===== src/rtl/fifo_rd_packer.sv =====
// fifo_rd_packer
//   Read-side engine for sync_fifo. Pops bytes through the FIFO read port and
//   packs PACK of them into one wide word on a valid/ready stream. Lane 0
//   (LSBs) holds the first byte popped.
//
// Ports
//   clk           in   single clock, rising edge
//   reset         in   synchronous, active-high (shared with sync_fifo)
//   fifo_empty    in   sync_fifo empty
//   fifo_r_enable out  sync_fifo r_enable (pop)
//   fifo_r_data   in   sync_fifo r_data, valid the cycle after a pop
//   m_valid       out  output word valid
//   m_ready       in   downstream accept
//   m_data        out  packed word
//   m_keep        out  per-lane valid mask
//
// Build option
//   FIFO_RD_PACKER_FLUSH_EN : when defined, a partial word is flushed after
//   TIMEOUT idle cycles with m_keep marking the filled lanes. When undefined,
//   partial words wait for more data and m_keep is all ones on every word.
//
// Output register states
//   state    | meaning
//   ST_EMPTY | no word presented, m_valid=0
//   ST_FULL  | word presented, m_data/m_keep held until m_valid && m_ready

module fifo_rd_packer #(
  parameter int DATA_W  = 8,
  parameter int PACK    = 4,
  parameter int TIMEOUT = 16
) (
  input  logic                     clk,
  input  logic                     reset,
  input  logic                     fifo_empty,
  output logic                     fifo_r_enable,
  input  logic [DATA_W-1:0]        fifo_r_data,
  output logic                     m_valid,
  input  logic                     m_ready,
  output logic [DATA_W*PACK-1:0]   m_data,
  output logic [PACK-1:0]          m_keep
);

  localparam int WW = DATA_W * PACK;
  localparam int CW = $clog2(PACK + 1);

  localparam logic [CW-1:0] C_FULL   = CW'(PACK);
  localparam logic [CW-1:0] C_LAST   = CW'(PACK - 1);
  localparam logic [CW:0]   LVL_FULL = (CW + 1)'(PACK);

  localparam logic [0:0] ST_EMPTY = 1'b0;
  localparam logic [0:0] ST_FULL  = 1'b1;

  logic [0:0]      out_st_q, out_st_d;
  logic [WW-1:0]   data_q, data_d;
  logic [PACK-1:0] keep_q, keep_d;
  logic [WW-1:0]   acc_q, acc_d;
  logic [CW-1:0]   c_q, c_d;
  logic            p_q, p_d;

  logic            out_free;
  logic [CW:0]     lvl;
  logic [WW-1:0]   acc_w;
  logic [CW-1:0]   c_w;
  logic            load;
  logic [WW-1:0]   load_word;
  logic [PACK-1:0] load_keep;
  logic [PACK-1:0] keep_part;
  logic            flush_fire;

  // The output register can take a word this cycle if it is empty or its
  // current word is being accepted.
  assign out_free = (out_st_q == ST_EMPTY) || m_ready;

  // Bytes committed to the packer: captured lanes plus the one in flight.
  assign lvl = {1'b0, c_q} + (CW + 1)'(p_q);

  // Pop while there is room for the byte. When lvl == PACK the only way to
  // make room is a load this cycle, which happens exactly when the output
  // frees; allowing the pop then keeps pops back-to-back across word
  // boundaries instead of leaving a one-cycle bubble per word.
  assign fifo_r_enable = !reset && !fifo_empty &&
                         ((lvl < LVL_FULL) || ((lvl == LVL_FULL) && out_free));

  assign p_d = fifo_r_enable;

`ifdef FIFO_RD_PACKER_FLUSH_EN
  localparam int TW = $clog2(TIMEOUT + 1);

  logic [TW-1:0] idle_q, idle_d;
  logic          idle_cond;
  logic          idle_tc;

  // Idle means a partial word is parked with nothing in flight and nothing
  // to pop; any pop or capture breaks the condition and reloads the timer.
  assign idle_cond = (c_q != '0) && (c_q < C_FULL) && !p_q && fifo_empty;
  assign idle_tc   = idle_cond && (idle_q == TW'(1));
  assign flush_fire = idle_tc && out_free;

  always_comb begin
    idle_d = idle_q;
    if (!idle_cond) begin
      idle_d = TW'(TIMEOUT);
    end else if (idle_tc) begin
      // Hold at terminal count until the output can take the partial word.
      idle_d = flush_fire ? TW'(TIMEOUT) : idle_q;
    end else begin
      idle_d = idle_q - TW'(1);
    end
  end

  always_ff @(posedge clk) begin
    if (reset) begin
      idle_q <= TW'(TIMEOUT);
    end else begin
      idle_q <= idle_d;
    end
  end
`else
  logic [31:0] unused_timeout;
  assign unused_timeout = TIMEOUT;
  assign flush_fire     = 1'b0;
`endif

  always_comb begin
    keep_part = '0;
    for (int i = 0; i < PACK; i++) begin
      keep_part[i] = (i < int'(c_q));
    end
  end

  // Accumulator view after this cycle's capture (if any).
  always_comb begin
    acc_w = acc_q;
    c_w   = c_q;
    if (p_q && (c_q < C_FULL)) begin
      acc_w[int'(c_q)*DATA_W +: DATA_W] = fifo_r_data;
      c_w = c_q + CW'(1);
    end
  end

  always_comb begin
    acc_d     = acc_q;
    c_d       = c_q;
    load      = 1'b0;
    load_word = '0;
    load_keep = '0;
    if (c_q == C_FULL) begin
      // Complete word parked behind a full output register.
      if (out_free) begin
        load      = 1'b1;
        load_word = acc_q;
        load_keep = '1;
        acc_d     = '0;
        c_d       = '0;
        if (p_q) begin
          acc_d[DATA_W-1:0] = fifo_r_data;
          c_d = CW'(1);
        end
      end
    end else if (p_q) begin
      if ((c_q == C_LAST) && out_free) begin
        load      = 1'b1;
        load_word = acc_w;
        load_keep = '1;
        acc_d     = '0;
        c_d       = '0;
      end else begin
        acc_d = acc_w;
        c_d   = c_w;
      end
    end else if (flush_fire) begin
      // Unused lanes of a partial word are already zero: the accumulator is
      // cleared on every load.
      load      = 1'b1;
      load_word = acc_q;
      load_keep = keep_part;
      acc_d     = '0;
      c_d       = '0;
    end
  end

  always_comb begin
    out_st_d = out_st_q;
    data_d   = data_q;
    keep_d   = keep_q;
    case (out_st_q)
      ST_EMPTY: begin
        if (load) begin
          out_st_d = ST_FULL;
          data_d   = load_word;
          keep_d   = load_keep;
        end
      end
      ST_FULL: begin
        if (m_ready) begin
          if (load) begin
            data_d = load_word;
            keep_d = load_keep;
          end else begin
            out_st_d = ST_EMPTY;
          end
        end
      end
      default: out_st_d = ST_EMPTY;
    endcase
  end

  always_ff @(posedge clk) begin
    if (reset) begin
      out_st_q <= ST_EMPTY;
      data_q   <= '0;
      keep_q   <= '0;
      acc_q    <= '0;
      c_q      <= '0;
      p_q      <= 1'b0;
    end else begin
      out_st_q <= out_st_d;
      data_q   <= data_d;
      keep_q   <= keep_d;
      acc_q    <= acc_d;
      c_q      <= c_d;
      p_q      <= p_d;
    end
  end

  assign m_valid = (out_st_q == ST_FULL);
  assign m_data  = data_q;
  assign m_keep  = keep_q;

endmodule


===== config.mk =====
export PLATFORM = sky130hd
export DESIGN_NAME = fifo_rd_packer
export DESIGN_NICKNAME = d
export VERILOG_FILES = /design/src/rtl/fifo_rd_packer.sv
export SDC_FILE = /design/constraint.sdc
export NUM_CORES = 1
export LEC_CHECK = 0
export BUFFER_PORTS_ARGS = -buffer_cell sky130_fd_sc_hd__buf_2
export CORE_AREA = 4 4 147 78
export DETAILED_ROUTE_END_ITERATION = 12
export DIE_AREA = 0 0 151 82
export HOLD_SLACK_MARGIN = 0.1
export SKIP_LAST_GASP = 1
export SYNTH_ARGS = -nofsm -noshare
export SYNTH_HDL_FRONTEND = slang
export SYNTH_SLANG_ARGS = --single-unit

===== constraint.sdc =====
create_clock -name clk -period 2.06 [get_ports clk]
set_clock_uncertainty 0.05 [all_clocks]
set_input_delay 0 -clock clk [delete_from_list [all_inputs] [get_ports clk]]
set_output_delay 0 -clock clk [all_outputs]
set_load 0.03 [all_outputs]

==> run summary <==
FF+latch count, synth = 70
WP data required = 2.19 ns
Max Cap Viol = 0
die height = 82 um
Max VDD drop = 0.4062 mV
Worst Setup End Kind = register
grt total ovfl = 0
P per Cell Area = 700.2 mW/mm2
post-placement cell count = 535
kind of critical path = reg -> reg
PortBufs = 49
min cycle time layout = 2.010 ns
ANT nets after route = 0
Rows = 26
share of the clock period used by the worst path = 0.9757
Post-route DRC = 0
Clk pin slew, worst setup/hold paths = 0.05 ns
clock root buffer = clkbuf_16
post-synthesis async set-or-reset flop share = 0
core area = 0.01008 mm2
Hold/Removal Path Class = in -> reg
worst skew pair latency = 0.33 ns
Clock Path Buffers = 2
Avg Inst Size Synth = 9.914 um2
Layout fillers = 963
WL/cell = 17.38 um
number of flops mapped to enable cells by yosys = 0
Post-Route Utilization = 0.4556
Pre-antenna DRT Iters = 4
fin nets = 444
Die Span X = 151 um
CTS buffer count = 9
Total GRT Usage = 0.1596
library cells used by synthesis = 49
Starting DRT DRC Count = 179
Max Clock Freq = 497.5 MHz
Syn. warnings = 0
Final Non-Filler Cells = 570
Post-Syn Area = 0.003381 mm2
initial antenna violation count = 0
total power = 3.217 mW
crit path launch type = register
routed vias/inst = 5.416
Synth Flop Type = dfxtp_1
ANT cells = 0
post-layout instance area = 0.004594 mm2
DR vias = 3087
sequential-to-total area share from yosys stat = 0.4145
setup violators final = 0
critical path arrival = 2.14 ns
Final Hold Violating Endpoints = 0
H-tree depth = 3
RD Place Congestion = 0.8160
global-route wire length before repair = 15260 um
Lkg Pwr = 1.712 nW
vias in the first global route = 2917
Ports = 50
largest net degree at the start of global routing = 32
worst slew pin tran = 0.6124 ns
RSZ-0062 raised after global routing = yes
die area = 0.01238 mm2
Sink Count = 70
post-synthesis cell count = 341
status = complete, no violations
final WL = 9904 um
Starting Density = 0.3352
Area growth syn-to-layout = 35.90%
CTS tree = built
final hold slack = 0.1411 ns
Rel. slew slack = 0.5917
CP max FO = 8
layout cells sized above 1 = 0.3628
Detail Placement HPWL = 6356 um
Post-Syn Nets = 359
dpl cell area = 0.003996 mm2
Max Slew Vio Count = 0
worst max-delay path, stage by stage, from the launching register on:
cell and delay, ns:
dfxtp_4 0.34, inv_2 0.05, ha_4 0.16, ha_4 0.29, nand4bb_4 0.13, or3_4 0.45
a21oi_2 0.16, buf_6 0.15, o22ai_1 0.09
where the power goes:
| group | switching (mW) | internal [mW] | total [mW] | leakage, nW |
|---|---|---|---|---|
| combinational | 0.175 | 0.153 | 0.328 | 0.999 |
| sequential | 0.0149 | 1.37 | 1.38 | 0.567 |
| clock | 0.547 | 0.959 | 1.51 | 0.146 |
| total | 0.737 | 2.48 | 3.22 | 1.71 |
cells in the mapped netlist, types with 2 or more instances:
library cell / n / area share
o2bb2ai_1: 24 / 0.062
dfxtp_1: 70 / 0.41
nor3_1: 2 / 0.0030
nand2b_1: 27 / 0.050
nor2_1: 12 / 0.013
nand3_1: 2 / 0.0030
and3_1: 2 / 0.0037
ha_1: 6 / 0.022
inv_1: 5 / 0.0056
a311oi_1: 5 / 0.013
a22oi_1: 17 / 0.038
buf_4: 4 / 0.0089
nor2b_1: 3 / 0.0056
a311oi_2: 3 / 0.013
mux2i_1: 17 / 0.050
clkbuf_1: 27 / 0.030
nand2_1: 2 / 0.0022
buf_2: 4 / 0.0059
a31oi_1: 11 / 0.020
buf_1: 3 / 0.0033
a21oi_1: 6 / 0.0089
a32oi_1: 16 / 0.041
buf_6: 2 / 0.0067
nand4_1: 8 / 0.015
or4b_4: 3 / 0.012
o22ai_1: 32 / 0.059
nor4_1: 2 / 0.0037
or4b_1: 5 / 0.015
layer usage:
layer | vias to the layer above | routed length [um] | GRT usage
li1 | 1515 | - | -
met1 | 1496 | 4579 | 0.2006
met2 | 60 | 4595 | 0.2539
met3 | 16 | 504 | 0.03969
met4 | 0 | 225 | 0.08770
met5 | - | 0 | 0
registers in the layout, summed over array words and instances, names as in the netlist:
register and cells:
p_q 1, m_valid 1, m_keep 1, c_q 3
m_data 32, acc_q 32
through the flow:
step / setup WS [ns] / setup TNS, ns
final: 0.05013 / 0
after global routing: -0.03094 / -0.08564
after CTS: 0.002557 / 0
after detailed placement: -0.02119 / -0.09828
after global placement: -0.009668 / -0.009668
after floorplan: 0.000006217 / 0
final cells by class:
class	instances	area [um2]	area share
Multi-Input combinational cell	226	1909	0.4156
Sequential cell	70	1410	0.3069
Timing Repair Buffer	113	788.3	0.1716
Clock buffer	11	242.7	0.05283
Tap cell	140	175.2	0.03813
Clock inverter	4	46.29	0.01008
Inverter	6	22.52	0.004902
path summary, 6_finish.rpt:
check	from	endpoint	slack, ns	cells after the start
worst min register to register	m_keep[2]	m_keep[2]	0.42	2
worst min-delay path	reset	c_q[1]	0.14	2
worst max-delay path	c_q[0]	m_data[27]	0.05	8
worst max register to register	c_q[0]	m_data[27]	0.05	8
cells by family after synthesis:
group                    after synthesis  synth area share
multiplexers                          17           0.05033
buffers and inverters                 46           0.06144
AND/OR/NAND/NOR                       80            0.1751
adder cells (fa/ha/maj)                6           0.02221
flip-flops                            70            0.4145
AO/OA/AOI/OAI                        121            0.2739
XOR/XNOR                               1          0.002591
timing repair:
action | CTS | global route
hold buffers | 10 | 0
pin swaps | 1 | 17
endpoints found under the setup margin | 17 | 66
gates resized for setup | 2 | 26
hold endpoints to repair | 39 | 0
gates cloned | 0 | 1
buffers inserted | 2 | 7
placed cells by master, fill, tap and decap left out, types with 9 or more instances in the layout:
master	Yosys	layout
buf_2	4	48
buf_4	4	48
dlygate4sd3_1	0	10
nand2b_1	27	27
dfxtp_1	70	67
mux2i_1	17	16
o2bb2ai_1	24	23
clkbuf_16	0	9
nor2_1	12	12
o22ai_1	32	32
a22oi_1	17	17
a31oi_1	11	10
a32oi_1	16	16
Note: power is estimated with default switching activity, not from simulation.
